## src/rtl/rx_fsm_16bit.sv

```systemverilog
// rx_fsm_16bit: oversampling serial receiver for the 16:1 bit-select serializer.
// Frame: start (0), 16 data bits LSB first, optional even-parity bit, stop (1).
// Optional feature macro: RX_PARITY_CHECK_EN adds a PARITY state and the
// parity_error output; without it the frame is exactly 18 bits.
// TICKS_PER_BIT must be an even number of at least 4.

module rx_fsm_16bit #(
  parameter int Q             = 1,
  parameter int TICKS_PER_BIT = 16
) (
  input  logic            clk,
  input  logic            rst,
  input  logic            sample_tick,
  input  logic [Q-1:0]    serial_in,
  output logic [16*Q-1:0] data_out,
  output logic            data_valid,
  output logic            busy,
  output logic            frame_error,
`ifdef RX_PARITY_CHECK_EN
  output logic            parity_error,
`endif
  output logic [3:0]      bit_index
);

  localparam int CW = $clog2(TICKS_PER_BIT);
  localparam logic [CW-1:0] HALF_LAST = CW'(TICKS_PER_BIT / 2 - 1);
  localparam logic [CW-1:0] BIT_LAST  = CW'(TICKS_PER_BIT - 1);

  typedef enum logic [2:0] {
    IDLE,
    START,
    DATA,
`ifdef RX_PARITY_CHECK_EN
    PARITY,
`endif
    STOP,
    WAIT_IDLE
  } state_t;

  state_t          state, state_next;
  logic [CW-1:0]   tick_cnt, tick_next;
  logic [3:0]      bit_next;
  logic [16*Q-1:0] shift_reg, shift_next;
  logic [16*Q-1:0] data_out_next;
  logic            valid_next;
  logic            ferr_next;

`ifdef RX_PARITY_CHECK_EN
  logic parity_bad, parity_bad_next;
  logic perr_next;
  logic lane0_xor;

  // XOR of the 16 lane-0 data bits already held in the shift register
  always_comb begin
    lane0_xor = 1'b0;
    for (int i = 0; i < 16; i++) begin
      lane0_xor = lane0_xor ^ shift_reg[i*Q];
    end
  end
`endif

  assign busy = (state != IDLE);

  // State, counters, shift register and output pulses all register here
  always_ff @(posedge clk) begin
    if (rst) begin
      state       <= IDLE;
      tick_cnt    <= '0;
      bit_index   <= '0;
      shift_reg   <= '0;
      data_out    <= '0;
      data_valid  <= 1'b0;
      frame_error <= 1'b0;
`ifdef RX_PARITY_CHECK_EN
      parity_bad   <= 1'b0;
      parity_error <= 1'b0;
`endif
    end else begin
      state       <= state_next;
      tick_cnt    <= tick_next;
      bit_index   <= bit_next;
      shift_reg   <= shift_next;
      data_out    <= data_out_next;
      data_valid  <= valid_next;
      frame_error <= ferr_next;
`ifdef RX_PARITY_CHECK_EN
      parity_bad   <= parity_bad_next;
      parity_error <= perr_next;
`endif
    end
  end

  // Next-state logic; everything holds unless sample_tick is high, pulses default low
  always_comb begin
    state_next    = state;
    tick_next     = tick_cnt;
    bit_next      = bit_index;
    shift_next    = shift_reg;
    data_out_next = data_out;
    valid_next    = 1'b0;
    ferr_next     = 1'b0;
`ifdef RX_PARITY_CHECK_EN
    parity_bad_next = parity_bad;
    perr_next       = 1'b0;
`endif
    if (sample_tick) begin
      case (state)
        IDLE: begin
          if (!serial_in[0]) begin
            state_next = START;
            tick_next  = '0;
          end
        end
        START: begin
          if (tick_cnt == HALF_LAST) begin
            tick_next = '0;
            if (!serial_in[0]) begin
              state_next = DATA;
              bit_next   = 4'd0;
            end else begin
              state_next = IDLE;
            end
          end else begin
            tick_next = tick_cnt + CW'(1);
          end
        end
        DATA: begin
          if (tick_cnt == BIT_LAST) begin
            tick_next = '0;
            shift_next[bit_index*Q +: Q] = serial_in;
            if (bit_index == 4'd15) begin
`ifdef RX_PARITY_CHECK_EN
              state_next = PARITY;
`else
              state_next = STOP;
`endif
            end else begin
              bit_next = bit_index + 4'd1;
            end
          end else begin
            tick_next = tick_cnt + CW'(1);
          end
        end
`ifdef RX_PARITY_CHECK_EN
        PARITY: begin
          if (tick_cnt == BIT_LAST) begin
            tick_next       = '0;
            parity_bad_next = lane0_xor ^ serial_in[0];
            state_next      = STOP;
          end else begin
            tick_next = tick_cnt + CW'(1);
          end
        end
`endif
        STOP: begin
          if (tick_cnt == BIT_LAST) begin
            tick_next = '0;
            if (serial_in[0]) begin
              state_next = IDLE;
`ifdef RX_PARITY_CHECK_EN
              if (parity_bad) begin
                perr_next = 1'b1;
              end else begin
                data_out_next = shift_reg;
                valid_next    = 1'b1;
              end
`else
              data_out_next = shift_reg;
              valid_next    = 1'b1;
`endif
            end else begin
              ferr_next  = 1'b1;
              state_next = WAIT_IDLE;
            end
          end else begin
            tick_next = tick_cnt + CW'(1);
          end
        end
        WAIT_IDLE: begin
          if (serial_in[0]) begin
            state_next = IDLE;
          end
        end
        default: begin
          state_next = IDLE;
        end
      endcase
    end
  end

endmodule
```

## config.mk

```make
export PLATFORM = sky130hd
export DESIGN_NAME = rx_fsm_16bit
export DESIGN_NICKNAME = d
export VERILOG_FILES = /design/src/rtl/rx_fsm_16bit.sv
export SDC_FILE = /design/constraint.sdc
export NUM_CORES = 1
export LEC_CHECK = 0
export BUFFER_PORTS_ARGS = -buffer_cell sky130_fd_sc_hd__buf_2
export CAP_MARGIN = 20
export CORE_ASPECT_RATIO = 0.6
export CORE_UTILIZATION = 45
export DETAILED_ROUTE_END_ITERATION = 16
export GPL_ROUTABILITY_DRIVEN = 1
export PLACE_DENSITY = 0.65
export SETUP_SLACK_MARGIN = 0.1
export SLEW_MARGIN = 20
export SYNTH_ARGS = -nofsm -noshare
export SYNTH_HDL_FRONTEND = slang
export SYNTH_SLANG_ARGS = --single-unit
```

## constraint.sdc

```tcl
create_clock -name clk -period 2.1 [get_ports clk]
set_input_delay 0.42 -clock clk [delete_from_list [all_inputs] [get_ports clk]]
set_output_delay 0.42 -clock clk [all_outputs]
set_load 0.03 [all_outputs]
```

# Yosys cells after proc, flatten, opt, wreduce, memory -nomap -nowiden
# Index checks and enable logic that the tools add are counted.
[totals]
ff_bits = 45
wordCells = 61
out_inout_bits = 23
inputBits = 4
[classes]
reduce_logical = 11
n_eq_ne = 15
n_bitwise = 3
add_sub_neg = 3
n_mux = 20
n_shift = 2
[op_table]
columns = ["operator", "n"]
rows = [
  ["$neg 4->34", 1],
  ["$shift 1x34->16 const A", 1],
  ["$shiftx 1x34->16", 1],
  ["$mux 4", 6],
  ["$mux 3", 7],
  ["$bwmux 16", 1],
  ["$ne 2x2->1 const B", 8],
  ["$pmux 3 s5", 1],
  ["$pmux 4 s3", 1],
  ["$add 4x1->4 const B", 2],
  ["$eq 4x4->1 const B", 2],
  ["$pmux 4 s2", 1],
  ["$reduce_and 7->1", 1],
  ["$eq 3x2->1 const B", 2],
  ["$reduce_and 3->1", 2],
  ["$reduce_and 6->1", 1],
  ["$reduce_bool 3->1", 2],
  ["$eq 4x3->1 const B", 1],
  ["$reduce_and 4->1", 1],
  ["$reduce_or 4->1", 1],
  ["$eq 3x1->1 const B", 1],
  ["$eq 3x3->1 const B", 1],
  ["$logic_not 3->1", 1],
  ["$not 1->1", 3],
  ["4 further kinds", 5],
]

# Longest topological paths before layout
[depth]
ltp_word = 4
mapped_depth = 7
ltp_nobuf = 6

# Worst setup path after synthesis
# No wires, ideal clock.
[synth_path]
path_type = "reg2reg"
start = "register bit_index[2]"
end = "register shift_reg[6]"
setup_ns = 0.116
path_stages_with_launch = 8
period_less_slack_ns = 2.356
slack_ns = -0.256
t_arrival_ns = 2.240
n_path_buf = 1
path_cell_list = "dfxtp_1 -> clkbuf_1 -> nor3_1 -> ha_1 -> inv_1 -> a2111oi_2 -> a21oi_1 -> a41o_1"
[synth_between]
elab_chain_len = 3
word_cells_on_any_way = 4
cone_classes = "1 x add/sub; 2 x shift; 1 x mux"
[synth_lines]
columns = ["element", "line", "source"]
rows = [
  ["from (decl)", "22", "output logic [3:0] bit_index"],
  ["from (signal assigned)", "81", "bit_index <= bit_next;"],
  ["$neg 4->34 *", "130", "shift_next[bit_index*Q +: Q] = serial_in;"],
  ["$shiftx 1x34->16 or $shift 1x34->16 (tied branches)", "130", ""],
  ["$bwmux 16 *", "130", ""],
  ["to (signal assigned)", "82", "shift_reg <= shift_next;"],
  ["to (decl)", "43", "logic [16*Q-1:0] shift_reg, shift_next;"],
]
# Mark *: on every way between the ends. The rest lies on a longest branch, timed or not.
# A chain may end at the register's enable or synchronous reset.

# Worst setup path after layout
[layout_path]
start = "register bit_index[0]"
end = "register shift_reg[11]"
# Same word-level chain as after synthesis.

==> flow_summary_export.csv <==
group,metric,value,unit
routing,drt-total-wl,5580,µm
floorplan,floorplan.rows,19,
synth,synthAdderAreaFrac,0.0225,
setup_path,critical_path_arrival,2.21,ns
finish,num_antenna_cells,0,
floorplan,start_util,0.477,
setup_path,end_kind,"flop",
setup_path,cp_max_fo,8,
timing,max_slew_margin,0.711,
finish,stdcell_area,0.00272,mm²
power,swShare,0.319,
synth,synth.distinct_cells,50,
finish,area_delta_synth_final,22.6,%
clock_network,cts_hold_buf,0,
hold_path,hold_path.class,"reg2reg",
grt,grtUsageTotal,0.216,
clock_network,insertion_delay,0.31,ns
timing,rsz0062_at_grt,"true",
clock_network,cts_max_level,2,
timing,finalHoldViolations,0,
synth,synth-xor-area-share,0.00789,
finish,fill_cells,457,
place,gp_congestion,0.970,
grt,gr-usage-met2,0.269,
floorplan,dieWidth,92.7,µm
timing,layout_min_cycle_time,1.96,ns
grt,grt_pass1_wl,8680,µm
grt,grt_use_met3,0.0461,
power,leakage,0.00107,µW
floorplan,dieHeight,56.4,µm
timing,skew,0.00267,ns
synth,syn-cell-area,0.00222,mm²
status,status,"completed",
timing,fmax,511,MHz
job,cap_violations,0,
place,portBuffers,26,
setup_path,timing_worst_setup_path_type,"reg2reg",
power,clkPwrFrac,0.292,
floorplan,fp.coreArea,0.00466,mm²
synth,synth-seq-cells,45,
setup_path,critPathLaunchType,"flop",
clock_network,cts-buffers-inserted,5,
floorplan,ioPinCount,27,
synth,async_reset_ff_frac,0,
synth,synth_fp_nets,277,
clock_network,cts_root_buf,"clkbuf_8",
synth,synth_top_area_frac,0.406,
synth,synth_commonest_cells,"nand2_1, dfxtp_1, a21oi_1, nand2b_1, clkbuf_1",
synth,synthFlopType,"dfxtp_1",
finish,drive_gt1_frac,0.263,
synth,synth_most_common_cell,"nand2_1",
grt,grt_pass1_vias,1741,
power,p_sw,606,µW
timing,setup-tns-final,0,ns
power,internal_power,1290,µW
power,power_frac_seq,0.475,
power,p_comb_frac,0.233,
routing,first_pass_iters,5,
routing,drc,0,
power,pwr_density_cell,698,mW/mm²
setup_path,crit_required,2.35,ns
timing,setup_viol,0,
grt,grt_remaining_overflow,0,
synth,yosys.area_share.simple,0.305,
routing,wire_per_inst,14.9,µm
timing,slew_violations,0,
synth,synth.area.top_cells,"dfxtp_1, nand2_1, a21oi_1",
routing,first_iter_violations,200,
clock_network,clk_pin_slew_worst_paths,0.09,ns
timing,timing_worst_slew_pin_value,0.422,ns
synth,synth_compound_area_frac,0.164,
synth,ys.warnings.count,0,
grt,grt_util_met1,0.352,
grt,antenna_found_initial,0,
grt,grt_busiest_layer,"met1",
routing,ant_nets,0,
timing,fin_crit_sh,0.932,
synth,syn_inst,269,
routing,vias,2133,
place,dpl.hpwl,3880,µm
setup_path,path_cells,"nor3_2 -> ha_2 -> or4_4 -> or3_1 -> a21oi_2",
place,place_ws,0.0858,ns
synth,synth_edf_count,0,
power,ir_worst_vdd,0.000540,V
clock_network,clock-sinks,45,
floorplan,dieArea,0.00523,mm²
setup_path,path_buf_inv,0,
synth,synthMuxAreaShare,0.0501,
finish,final_nets,319,
synth,synth_top_cell_by_area,"dfxtp_1",
grt,grt_max_degree,50,
synth,ys_seq_area_frac,0.406,
setup_path,cp_top_family,"simple AND/OR/NAND/NOR gates",
routing,vias_per_cell,5.69,
setup_path,cp_slowest_cell,"or4_4",
synth,avgSynthCellArea,8.26,µm²
timing,worst_slack,0.143,ns
clock_network,clockBufferDepth,2,
clock_network,cts_tree,"built",
place,place_area,0.00256,mm²
synth,synth_top_family_by_area,"simple AND/OR/NAND/NOR gates",
setup_path,cpPeakStageDelay,0.53,ns
==> per-layer routing <==
layer  up-vias  share of wire
met5         -              0
met4         0          0.016
met2        95           0.38
met3        11          0.076
met1       976           0.53
li1       1051              -
==> final timing paths <==
| check | slack [ns] | end | cells after the start | start |
|---|---|---|---|---|
| max reg2reg | 0.14 | shift_reg[11] | 5 | bit_index[0] |
| min reg2reg | 0.45 | data_out[13] | 2 | data_out[13] |
| max | 0.14 | shift_reg[11] | 5 | bit_index[0] |
| min | 0.45 | data_out[13] | 2 | data_out[13] |
==> power groups by stage <==
stage          Combinational [µW]  Clock, µW  Sequential (µW)
2_1_floorplan                 335          0              895
3_3_place_gp                  419          0              918
3_5_place_dp                  419          0              918
4_1_cts                       422        563              900
5_1_grt                       477        607              907
6_report                      442        554              903
==> through the flow <==
stage	utilization	hold WS, ns	power, µW	cells
finish	0.584	0.453	1900	375
floorplan	-	0.428	1230	269
detailed placement	0.549	0.444	1340	362
global placement	0.549	0.439	1340	362
CTS	0.571	0.456	1880	371
global route	0.584	0.478	1990	375
==> area by class of cell <==
cell class	instances	area, µm²	area share
timing repair buffer	51	330	0.121
clock buffer	5	68.8	0.0253
clock inverter	3	20.0	0.00735
inverter	7	30.0	0.0110
sequential	45	913	0.335
multi-input combinational	201	1280	0.471
tap	63	78.8	0.0290
==> cells in the final DEF (no fill, tap or decap), drive strengths merged, types with 2 or more instances in the layout <==
cell type | netlist | layout
nor3 | 7 | 7
nor4 | 6 | 6
mux2i | 10 | 10
or4 | 6 | 6
nand3 | 9 | 9
o21ai | 7 | 7
a31oi | 2 | 2
nor2 | 10 | 10
or3 | 5 | 5
nand2b | 15 | 15
nand2 | 48 | 48
clkbuf | 12 | 5
nor3b | 3 | 3
dfxtp | 45 | 45
a41o | 2 | 2
o31ai | 2 | 2
nand3b | 3 | 3
nor4b | 3 | 3
inv | 7 | 8
and3 | 2 | 2
a21oi | 30 | 30
buf | 4 | 51
a2111oi | 2 | 2
xor2 | 2 | 2
nand4 | 2 | 2
nor2b | 3 | 3
ha | 4 | 4
==> what timing repair did <==
action / in CTS / in global routing
pin swaps: 0 / 3
setup endpoints to repair: 4 / 11
buffers inserted: 1 / 4
gates cloned: 0 / 0
resized for setup: 1 / 10
==> worst register-to-register path, stage by stage (launching register included) <==
cell and delay, ns:
dfxtp_4 0.38, nor3_2 0.18, ha_2 0.34, or4_4 0.53
or3_1 0.34, a21oi_2 0.13
==> cell families after synthesis <==
| logic type | count (synthesis) |
|---|---|
| fa+ha+maj | 4 |
| compound gates | 57 |
| simple gates | 127 |
| flops | 45 |
| buf+inv | 23 |
| mux | 11 |
| xor+xnor | 2 |
Note: power is estimated with default switching activity, not from simulation.
